**src/rtl/eca_pkg.sv**
```systemverilog
// Shared definitions for the elementary cellular automaton rule sequencer.
package eca_pkg;

    localparam int unsigned RULE_W = 8;
    localparam int unsigned NBHD_W = 3;

    typedef enum logic [1:0] {
        IDLE   = 2'd0,
        EVAL   = 2'd1,
        COMMIT = 2'd2,
        DONE   = 2'd3
    } eca_state_e;

endpackage : eca_pkg

```
**src/rtl/eca_rule_lut.sv**
```systemverilog
// Combinational rule lookup: one 3-cell neighbourhood in, next cell value out.
// Rule bits are MSB-first, so neighbourhood k selects rule[7-k] (== rule[~k]).
module eca_rule_lut
    import eca_pkg::*;
(
    input  logic [RULE_W-1:0] rule_i,
    input  logic [NBHD_W-1:0] nbhd_i,
    output logic              next_cell_c
);

    // Inverting the 3-bit neighbourhood gives the MSB-first bit position.
    always_comb begin
        next_cell_c = rule_i[~nbhd_i];
    end

endmodule : eca_rule_lut

```
**src/rtl/eca_rule_sequencer.sv**
```systemverilog
// Ring-topology elementary cellular automaton sequencer. Evaluates one cell per
// cycle through a single shared rule LUT into a shadow register, then commits
// the whole generation at once.
// Optional feature: define ECA_STABLE_EN to stop early at a fixed point.
module eca_rule_sequencer
    import eca_pkg::*;
#(
    parameter int unsigned WIDTH = 8,
    parameter int unsigned GEN_W = 8
) (
    input  logic              clk,
    input  logic              reset,
    input  logic              start,
    input  logic              abort,
    input  logic [RULE_W-1:0] rule,
    input  logic [WIDTH-1:0]  seed,
    input  logic [GEN_W-1:0]  gens,
    output logic [WIDTH-1:0]  cells,
    output logic [GEN_W-1:0]  gen_cnt,
    output logic              busy,
    output logic              done,
    output logic              stable
);

    localparam int unsigned       IDX_W    = (WIDTH > 1) ? $clog2(WIDTH) : 1;
    localparam logic [IDX_W-1:0]  IDX_LAST = IDX_W'(WIDTH - 1);

    eca_state_e        state_q, state_d;
    logic [WIDTH-1:0]  cells_q, shadow_q;
    logic [GEN_W-1:0]  gen_cnt_q, gens_q;
    logic [RULE_W-1:0] rule_q;
    logic [IDX_W-1:0]  idx_q;
    logic              busy_q, busy_d;
    logic              done_q, done_d;

    logic [IDX_W-1:0]  idx_up_c, idx_dn_c;
    logic [NBHD_W-1:0] nbhd_c;
    logic              next_cell_c;
    logic [GEN_W-1:0]  gen_next_c;
    logic              last_gen_c;
    logic              fixed_pt_c;

    // Ring neighbour indices and the neighbourhood of the cell being evaluated.
    always_comb begin
        idx_up_c   = (idx_q == IDX_LAST) ? '0 : idx_q + IDX_W'(1);
        idx_dn_c   = (idx_q == '0) ? IDX_LAST : idx_q - IDX_W'(1);
        nbhd_c     = {cells_q[idx_up_c], cells_q[idx_q], cells_q[idx_dn_c]};
        gen_next_c = gen_cnt_q + GEN_W'(1);
        last_gen_c = (gen_next_c == gens_q);
    end

`ifdef ECA_STABLE_EN
    logic stable_q;

    // A generation that reproduces itself is a fixed point.
    always_comb begin
        fixed_pt_c = (shadow_q == cells_q);
    end
    assign stable = stable_q;
`else
    always_comb begin
        fixed_pt_c = 1'b0;
    end
    assign stable = 1'b0;
`endif

    // Single rule LUT shared by every cell in turn.
    eca_rule_lut u_lut (
        .rule_i      (rule_q),
        .nbhd_i      (nbhd_c),
        .next_cell_c (next_cell_c)
    );

    // State register.
    always_ff @(posedge clk) begin
        if (reset) begin
            state_q <= IDLE;
        end else begin
            state_q <= state_d;
        end
    end

    // Next-state logic; abort wins over a pending commit.
    always_comb begin
        state_d = state_q;
        case (state_q)
            IDLE: begin
                if (start) begin
                    state_d = (gens == '0) ? DONE : EVAL;
                end
            end
            EVAL: begin
                if (abort) begin
                    state_d = IDLE;
                end else if (idx_q == IDX_LAST) begin
                    state_d = COMMIT;
                end
            end
            COMMIT: begin
                if (abort) begin
                    state_d = IDLE;
                end else if (last_gen_c || fixed_pt_c) begin
                    state_d = DONE;
                end else begin
                    state_d = EVAL;
                end
            end
            DONE: begin
                state_d = IDLE;
            end
            default: begin
                state_d = IDLE;
            end
        endcase
    end

    // Output decode from the upcoming state so busy/done can be registered.
    always_comb begin
        busy_d = 1'b0;
        done_d = 1'b0;
        case (state_d)
            EVAL, COMMIT: busy_d = 1'b1;
            DONE:         done_d = 1'b1;
            default:      ;
        endcase
    end

    // Datapath: load on start, shadow fill in EVAL, generation commit.
    always_ff @(posedge clk) begin
        if (reset) begin
            cells_q   <= '0;
            shadow_q  <= '0;
            gen_cnt_q <= '0;
            gens_q    <= '0;
            rule_q    <= '0;
            idx_q     <= '0;
            busy_q    <= 1'b0;
            done_q    <= 1'b0;
`ifdef ECA_STABLE_EN
            stable_q  <= 1'b0;
`endif
        end else begin
            busy_q <= busy_d;
            done_q <= done_d;
            case (state_q)
                IDLE: begin
                    if (start) begin
                        cells_q   <= seed;
                        rule_q    <= rule;
                        gens_q    <= gens;
                        gen_cnt_q <= '0;
                        idx_q     <= '0;
`ifdef ECA_STABLE_EN
                        stable_q  <= 1'b0;
`endif
                    end
                end
                EVAL: begin
                    if (!abort) begin
                        shadow_q[idx_q] <= next_cell_c;
                        idx_q           <= idx_up_c;
                    end
                end
                COMMIT: begin
                    if (!abort) begin
                        cells_q   <= shadow_q;
                        gen_cnt_q <= gen_next_c;
                        idx_q     <= '0;
`ifdef ECA_STABLE_EN
                        if (fixed_pt_c) begin
                            stable_q <= 1'b1;
                        end
`endif
                    end
                end
                default: ;
            endcase
        end
    end

    assign cells   = cells_q;
    assign gen_cnt = gen_cnt_q;
    assign busy    = busy_q;
    assign done    = done_q;

endmodule : eca_rule_sequencer

```
**config.mk**
```make
export PLATFORM = sky130hd
export DESIGN_NAME = eca_rule_sequencer
export DESIGN_NICKNAME = d
export VERILOG_FILES = /design/src/rtl/eca_pkg.sv /design/src/rtl/eca_rule_lut.sv /design/src/rtl/eca_rule_sequencer.sv
export SDC_FILE = /design/constraint.sdc
export NUM_CORES = 1
export LEC_CHECK = 0
export ABC_AREA = 0
export CAP_MARGIN = 15
export CORE_MARGIN = 8
export CORE_UTILIZATION = 30
export DETAILED_ROUTE_END_ITERATION = 6
export HOLD_SLACK_MARGIN = 0.06
export PLACE_DENSITY_LB_ADDON = 0.12
export SLEW_MARGIN = 20
export SYNTH_ARGS = -nofsm -noshare
export SYNTH_HDL_FRONTEND = slang
export SYNTH_SLANG_ARGS = --single-unit
```
**constraint.sdc**
```tcl
create_clock -name clk -period 3 [get_ports clk]
set_input_delay 0.45 -clock clk [delete_from_list [all_inputs] [get_ports clk]]
set_output_delay 0.45 -clock clk [all_outputs]
set_load 0.03 [all_outputs]
```
# Word level (Yosys, flattened, before mapping)
# Cells that the tools add are included.
# classes
addsub	3
magnitude_cmp	5
n_eq_ne	11
n_mux	32
bitwise_logic	2
reduce_logical	11
# op_table
op	n
2-to-1 mux 8 bit	4
case mux 8 bit (2 select lines)	2
less-than comparator 3 x 4 -> 1 bit (second input constant)	4
2-to-1 mux 3 bit	5
binary-select mux 1 bit (select 3 bit)	4
2-to-1 mux 2 bit	6
case mux 3 bit (3 select lines)	1
adder 8 x 1 -> 8 bit (second input constant)	1
bitwise mux 8 bit	1
equality test 2 bit (second input constant)	4
equality test 8 bit	1
logical NOT 8 bit	1
case mux 2 bit (4 select lines)	1
2-to-1 mux 1 bit	7
!= test 2 bit (second input constant)	3
equality test 2 x 1 -> 1 bit (second input constant)	2
AND reduction 2 bit	2
AND reduction 4 bit	1
adder 3 x 1 -> 3 bit (second input constant)	1
demux 1 bit (select 3 bit)	1
equality test 3 bit (second input constant)	1
greater-or-equal comparator 3 x 1 -> 1 bit (second input constant)	1
logical NOT 3 bit	1
inverter 3 bit	1
other kinds (8)	8
# word_totals
reg_bits	47
in_bits	28
output_inout_bits	19
word_cells	73

# Longest topological paths before layout
# depth
ltp_word	8
ltp_mapped	11
depth_no_buf	9

# Hierarchy
# Synthesis repeated with hierarchy kept, for this count alone.
# hier_totals
cells_unflattened	286
hier_area_um2	2477.4
# modules_own_cells
mod	n_inst	cells_per_inst	area_each_um2	seq_area_each_um2
eca_rule_sequencer	1	283	2413.6	940.9
eca_rule_lut	1	3	63.8	0.0

# Worst setup path after synthesis
# OpenSTA, ideal clock, no wires.
# synth_timing
kind	flip-flop to flip-flop
start	register idx_q[1]
end	register shadow_q[0]
setup_ns	0.070
arrival_time_ns	2.253
slack_ns	0.677
path_stages_with_launch	12
synth_period_minus_slack_ns	2.323
path_cell_list	dfxtp_1 -> buf_2 -> inv_1 -> ha_1 -> buf_4 -> mux2_1 -> a221oi_2 -> a31o_2 -> o21ai_0 -> a31oi_1 -> nand4_2 -> o21ai_1
# synth_via
elab_chain_cells	8
# synth_rtl
item	line	text
start: declaration	eca_rule_sequencer.sv:32	logic [IDX_W-1:0] idx_q;
start signal: assignment	eca_rule_sequencer.sv:161	idx_q <= idx_up_c;
subtractor 3 x 1 -> 3 bit, or another cell as far along	eca_rule_sequencer.sv:46	idx_dn_c = (idx_q == '0) ? IDX_LAST : idx_q - IDX_W'(1);
2-to-1 mux 3 bit (on tied branches)	eca_rule_sequencer.sv:46, eca_rule_sequencer.sv:45	
binary-select mux 1 bit (select 3 bit)	eca_rule_sequencer.sv:47	nbhd_c = {cells_q[idx_up_c], cells_q[idx_q], cells_q[idx_dn_c]};
2-to-1 mux 1 bit (not written as such)	eca_rule_sequencer.sv:47	
inverter 3 bit	eca_rule_lut.sv:13	next_cell_c = rule_i[~nbhd_i];
binary-select mux 1 bit (select 3 bit)	eca_rule_lut.sv:13	
2-to-1 mux 1 bit (not written as such)	eca_rule_lut.sv:13	
bitwise mux 8 bit *	eca_rule_sequencer.sv:160	shadow_q[idx_q] <= next_cell_c;
end signal: indexed assignment	eca_rule_sequencer.sv:160	
end: declaration	eca_rule_sequencer.sv:29	logic [WIDTH-1:0] cells_q, shadow_q;
# Every way passes the cells marked *; elsewhere a longest branch is shown, timed or not. The select of a mux whose other input is x is not followed.
# A chain may end at the register's enable or synchronous reset.

# Worst setup path in the final report
# layout_timing
start	register idx_q[1]
end	register shadow_q[5]
# Same word-level chain as after synthesis.

==> flow_summary_export.csv <==
group,metric,value,unit
status,outcome,"complete, no violations",
routing,drt-wirelength-per-cell,14.5,um
synth,syn_area,0.00249,mm2
finish,drive_above_1_share,0.0812,
routing,vias_per_cell,4.93,
routing,first_iter_violations,89,
die,core,0.00813,mm2
routing,first_pass_iters,4,
timing,finalSetupViolCount,0,
critical_path,regToRegSetupSlack,0.35,ns
synth,yosysSeqAreaShare,0.377,
clock_network,cts_tree,"done",
timing,final.period_utilization,0.884,
timing,tns,0,ns
routing,drc,0,
finish,final_nets,378,
die,die_width,107,um
clock_network,clkTransAtPathRegs,0.08,ns
synth,synth_xor_area_frac,0.0421,
synth,synth_top_family_by_area,"simple AND/OR/NAND/NOR gates",
clock_network,htreeDepth,2,
synth,async_flop_share,0,
finish,area_growth_syn_to_layout,25.9,%
routing,ant_nets,0,
routing,drt-total-wl,6540,um
critical_path,arrival,2.88,ns
die,pin_count,47,
die,start_util,0.307,
synth,synth-seq-cells,47,
global_route,antenna_found_initial,0,
critical_path,path_max_fanout,9,
synth,yosys.area_share.simple,0.256,
timing,final-max-slew-violation-count,0,
timing,fmax,377,MHz
critical_path,end_kind,"flop",
placed_design,portBuffers,45,
clock_network,cts_num_sinks,47,
critical_path,crit_end,"shadow_q[5]",
global_route,grt_first_pass_wirelength,10600,um
finish,final_util,0.386,
synth,yosysUniqueCellTypes,45,
critical_path,critPathKind,"flop to flop",
placed_design,dpl.hpwl,4840,um
synth,synth.area.top_cells,"dfxtp_1 38%, nand2_1 6.6%, mux2i_1 5.2%, a21oi_1 4.8%, nor2_1 4.7%",
synth,post_synth_fa_ha_maj_area_fraction,0.0301,
clock_network,cts-root-buf,"clkbuf_8",
timing,timing.final.ws_setup,0.348,ns
global_route,gr-usage-all-layers,0.114,
global_route,grt_pass1_vias,2170,
critical_path,r2r_cells,9,
run,drv_cap,0,
synth,synthesis.nets,335,
clock_network,cts-resized-gates,0,
placed_design,place_ws,0.381,ns
synth,synth_compound_area_frac,0.145,
placed_design,place.gp.congestion,0.798,
critical_path,required,3.23,ns
clock_network,clkLatencyLatePin,0.30,ns
routing,vias,2219,
timing,finalHoldViolCount,0,
global_route,grt_overflow,0,
finish,diodes,0,
synth,synth_top_area_cell,"dfxtp_1",
critical_path,rr_startpoint,"idx_q[1]",
power_and_ir_drop,peakVddDrop,188,uV
critical_path,start_kind,"flop",
clock_network,cts_buffer_depth,2,
synth,ys_dominant_reg_cell,"dfxtp_1",
die,row_count,33,
timing,rsz0062_at_grt,"no",
timing,period_minus_slack,2.65,ns
synth,yosys_warnings,0,
die,die_area,0.0115,mm2
critical_path,crit_start,"idx_q[1]",
synth,syn_inst,301,
die,dieHeight,107,um
min_path,hold_path_class,"flop to flop",
clock_network,cts_buffers,5,
global_route,grt_max_degree,48,
clock_network,cts_setup_buffers,0,
synth,yosysTopAreaCellShare,0.377,
synth,synth_mux_area_frac,0.108,
synth,synth_edf_count,0,
timing,skew,0.00819,ns
power_and_ir_drop,p_leak,1.19,nW
critical_path,r2r_end,"shadow_q[5]",
clock_network,holdBufCountCts,0,
power_and_ir_drop,finalPower,1.27,mW
power_and_ir_drop,power.density,404,mW/mm2
synth,avgSynthCellArea,8.29,um2
layer usage:
| metal | track usage | part of all wire | vias up |
|---|---|---|---|
| met2 | 0.187 | 0.47 | 46 |
| li1 | - | - | 1144 |
| met4 | 0.0362 | 0.014 | 0 |
| met1 | 0.142 | 0.47 | 1022 |
| met3 | 0.0300 | 0.045 | 7 |
| met5 | 0 | 0 | - |
final cells by class:
class                      instances  area (um2)
multi-input combinational        233        1450
clock inverter                     1        5.00
clock buffer                       7        76.3
tap                              105         131
sequential                        47         941
inverter                           2        7.51
fill                             854        4990
timing repair buffer              55         526
worst min-delay path by stage:
| stage | cells past startpoint | slack, ns | endpoint | from |
|---|---|---|---|---|
| 6_report | 2 | 0.46 | rule_q[7] | rule_q[7] |
| 3_3_place_gp | 2 | 0.45 | rule_q[7] | rule_q[7] |
| 2_1_floorplan | 2 | 0.43 | rule_q[1] | rule_q[1] |
| 5_1_grt | 2 | 0.48 | rule_q[5] | rule_q[5] |
| 3_5_place_dp | 2 | 0.45 | rule_q[7] | rule_q[7] |
| 4_1_cts | 2 | 0.46 | rule_q[7] | rule_q[7] |
worst max-delay path: stages, from the launching register on:
cell	delay, ns
dfxtp_1	0.52
inv_1	0.13
ha_1	0.43
mux2_1	0.36
a221oi_2	0.21
a31o_2	0.17
o21ai_0	0.09
a31oi_1	0.21
nand4_2	0.26
o21ai_1	0.21
cells by family after synthesis:
| family | Yosys count |
|---|---|
| flops | 47 |
| compound gates | 62 |
| mux | 20 |
| fa+ha+maj | 6 |
| xor+xnor | 12 |
| simple gates | 132 |
| other cells | 1 |
| buf+inv | 21 |
per-stage QoR:
step	hold slack (ns)	instance area [um2]	std cells
5_1_grt	0.476	3140	450
3_5_place_dp	0.448	3060	442
3_3_place_gp	0.454	3060	442
2_1_floorplan	0.433	2490	301
6_report	0.456	3140	450
4_1_cts	0.462	3140	450
cell usage in the layout, fill, tap and decap left out, drive strengths merged, types with 10 or more instances in the layout:
cell	instances
a21oi	24
buf	10
clkdlybuf4s50	45
dfxtp	47
mux2i	14
nand2	44
nand3	17
nor2	32
o21ai	20
where the power goes:
part / internal (mW) / switching, mW / leakage (nW) / total, mW
sequential: 0.649 / 0.0263 / 0.384 / 0.675
combinational: 0.107 / 0.113 / 0.766 / 0.220
clock: 0.164 / 0.211 / 0.0422 / 0.375
total: 0.919 / 0.350 / 1.19 / 1.27
registers in the layout (all words and copies together) (netlist names):
name and cells:
busy 1, cells 8, done 1, gen_cnt 8, gens_q 8, idx_q 3, rule_q 8, shadow_q 8
state_q 2
synth_stat cells, types with 3 or more instances:
cell type,count
nand4_1,3
dfxtp_1,47
a211oi_1,8
a21oi_1,24
a31oi_1,3
and3_1,3
o21ai_1,9
a22oi_1,4
mux4_2,3
o21ai_0,11
nor2_1,31
xnor2_1,7
nand2_1,44
nor3_1,4
nor4_1,3
nor2b_1,7
clkbuf_1,11
buf_2,4
mux2i_1,13
xor2_1,5
ha_1,6
nand3_1,17
nand3b_1,8
Power figures use the tool's default switching activity.
==> edit, RTL diff (same flow settings) <==
Put one more register stage on the output `gen_cnt`, with the module's reset. The value now appears one clock later. The other outputs are not delayed to match.
--- a/src/rtl/eca_rule_sequencer.sv
+++ b/src/rtl/eca_rule_sequencer.sv
@@ -181,3 +181,9 @@
     assign cells   = cells_q;
-    assign gen_cnt = gen_cnt_q;
+    always_ff @(posedge clk) begin
+        if (reset) begin
+            gen_cnt <= '0;
+        end else begin
+            gen_cnt <= gen_cnt_q;
+        end
+    end
     assign busy    = busy_q;
Check against the original RTL: no difference found for any inputs over 10 cycles, from zero or initial values and one cycle with reset high; that may be too few to reach the edited logic, so the function may still have changed.
==> edit against the original RTL <==
Sequential cell count increased by 8. Global-route usage decreased by 0.23 points. Final area increased by 6.6%. Worst hold slack improved by 0.011 ns. Setup slack improved by 0.11 ns. Cell count increased by 3.3%. Wire length increased by 5.2%. Power increased by 11%. Via count increased by 4.1%. Critical path depth unchanged. Count of clock-buffer cells in the layout decreased by 1. Synthesized area increased by 9.0%. Largest cell class unchanged.
==> edit: results (changes against the original RTL) <==
| Result | Value | Unit | vs unedited |
|---|---|---|---|
| Outcome | finished clean | - |  |
| Sum of met3 wire segment lengths after detailed routing | 277 | um | -6.1% |
| FF-to-FF setup slack | 0.45 | ns | +0.11 ns |
| FF-to-FF End | shadow_q[4] | - |  |
| Placer Congestion | 0.7497 | - | -6.0% |
| Sum of negative setup slack | 0 | ns | unchanged |
| Post-synth cell types | 43 | - | -4.4% |
| Uppermost layer routed | met4 | - |  |
| Antenna violations before repair | 0 | - | unchanged |
| Resized Gates After CTS | 0 | - | unchanged |
| Largest stage delay on the critical path | 0.54 | ns | +0.02 ns |
| Data arrival time of the worst path | 2.78 | ns | -0.10 ns |
| Ys async rst share | 0 | - | unchanged |
| Synth cell count leaders | dfxtp_1 (55), nand2_1 (43), nor2_1 (30), a21oi_1 (24), nand3_1 (18) | - |  |
| Sink of the worst hold path | rule_q[1] | - |  |
| Worst clock skew on the final layout | 0.004331 | ns | -0.003858 ns |
| Final nets | 390 | - | +3.2% |
| Met1 wire length | 3.160 | mm | +2.5% |
| Reg clk slew, reported paths | 0.10 | ns | +0.02 ns |
| Largest net degree at the start of global routing | 37 | - | -23% |
| Count of filler cells inserted in the layout | 932 | - | +9.1% |
| Met2 routed wirelength | 3.401 | mm | +11% |
| Post-synth top flop | dfxtp_1 | - |  |
| Sequential share of the synthesized area | 0.4048 | - | +0.02765 |
| Vias in the first global route | 2,325 | - | +7.1% |
| Number of CTS-inserted buffers | 5 | - | unchanged |
| Total half-perimeter wirelength after legalization and detailed placement | 5.173 | mm | +6.8% |
| Total number of vias | 2,310 | - | +4.1% |
| Wire length of the first global-routing pass | 11.70 | mm | +9.9% |
| Hold path start | rule_q[1] | - |  |
| Number of DRC markers after the initial detailed-route iteration | 78 | - | -12% |
| Worst VDD drop | 0.0001870 | V | -0.67% |
| Post-Syn Nets | 352 | - | +5.1% |
| Hold WS | 0.4664 | ns | +0.01074 ns |
| Share of layout cells above drive strength 1 | 0.08683 | - | +0.005675 |
| Combined global-route utilization of all metal layers | 0.1116 | - | -0.002268 |
| Final wirelength | 6.882 | mm | +5.2% |
| Leakage | 1.242 | nW | +4.2% |
| Synth top area cells | dfxtp_1 (40%), nand2_1 (5.9%), mux2i_1 (4.8%), a21oi_1 (4.4%), nor2_1 (4.1%) | - |  |
| Max FO, Critical Path | 9 | - | unchanged |
edit: cell type report:
class,count,area (um^2),share of cell area
clock inverters,2,12.51,0.003737
flip-flops and latches,55,1101,0.3289
clock buffers,6,72.57,0.02167
repair buffers,52,498.0,0.1487
multi-input cells,240,1521,0.4544
inverters,2,7.507,0.002242
well taps,108,135.1,0.04036
edit: worst max path at each step:
stage	start	end	slack, ns	depth (start not counted)
after global placement	abort	busy	0.50	7
after floorplan	idx_q[1]	shadow_q[1]	0.69	11
final	idx_q[1]	shadow_q[4]	0.45	9
after CTS	idx_q[1]	shadow_q[5]	0.43	9
after detailed placement	abort	busy	0.43	7
after global routing	idx_q[1]	shadow_q[5]	0.23	9
edit: routing by layer:
layer,GRT usage,vias up
li1,-,1186
met1,0.1321,1085
met2,0.1976,34
met3,0.02706,5
met4,0.02400,0
met5,0,-
edit: tightest hold or removal path, delay by kind of cell, from the launching register on:
kind / cells / cell delay (ns)
and+or+nand+nor: 1 / 0.05
DFF: 1 / 0.32
AOI/OAI and AO/OA: 1 / 0.06
edit: cell families after synthesis:
group                    Yosys count  share of synthesized area
AND/OR/NAND/NOR                  139                     0.2562
buffers and inverters             23                    0.03772
adder cells (fa/ha/maj)            6                    0.02760
AO/OA/AOI/OAI                     62                     0.1362
multiplexers                      20                    0.09751
flip-flops                        55                     0.4048
XOR/XNOR                          12                    0.03864
other                              1                   0.001379
edit: report_power, final:
part	switching (mW)	total [mW]	leakage, nW	internal, mW
registers	0.0272	0.782	0.448	0.755
logic	0.117	0.223	0.753	0.107
clock network	0.245	0.409	0.0412	0.164
edit: through the flow:
step / cells / setup WS, ns / area [um^2]
after floorplan: 318 / 0.6928 / 2720
after global placement: 457 / 0.5003 / 3263
after detailed placement: 457 / 0.4341 / 3263
after CTS: 465 / 0.4317 / 3348
after global routing: 465 / 0.2302 / 3348
final: 465 / 0.4538 / 3348
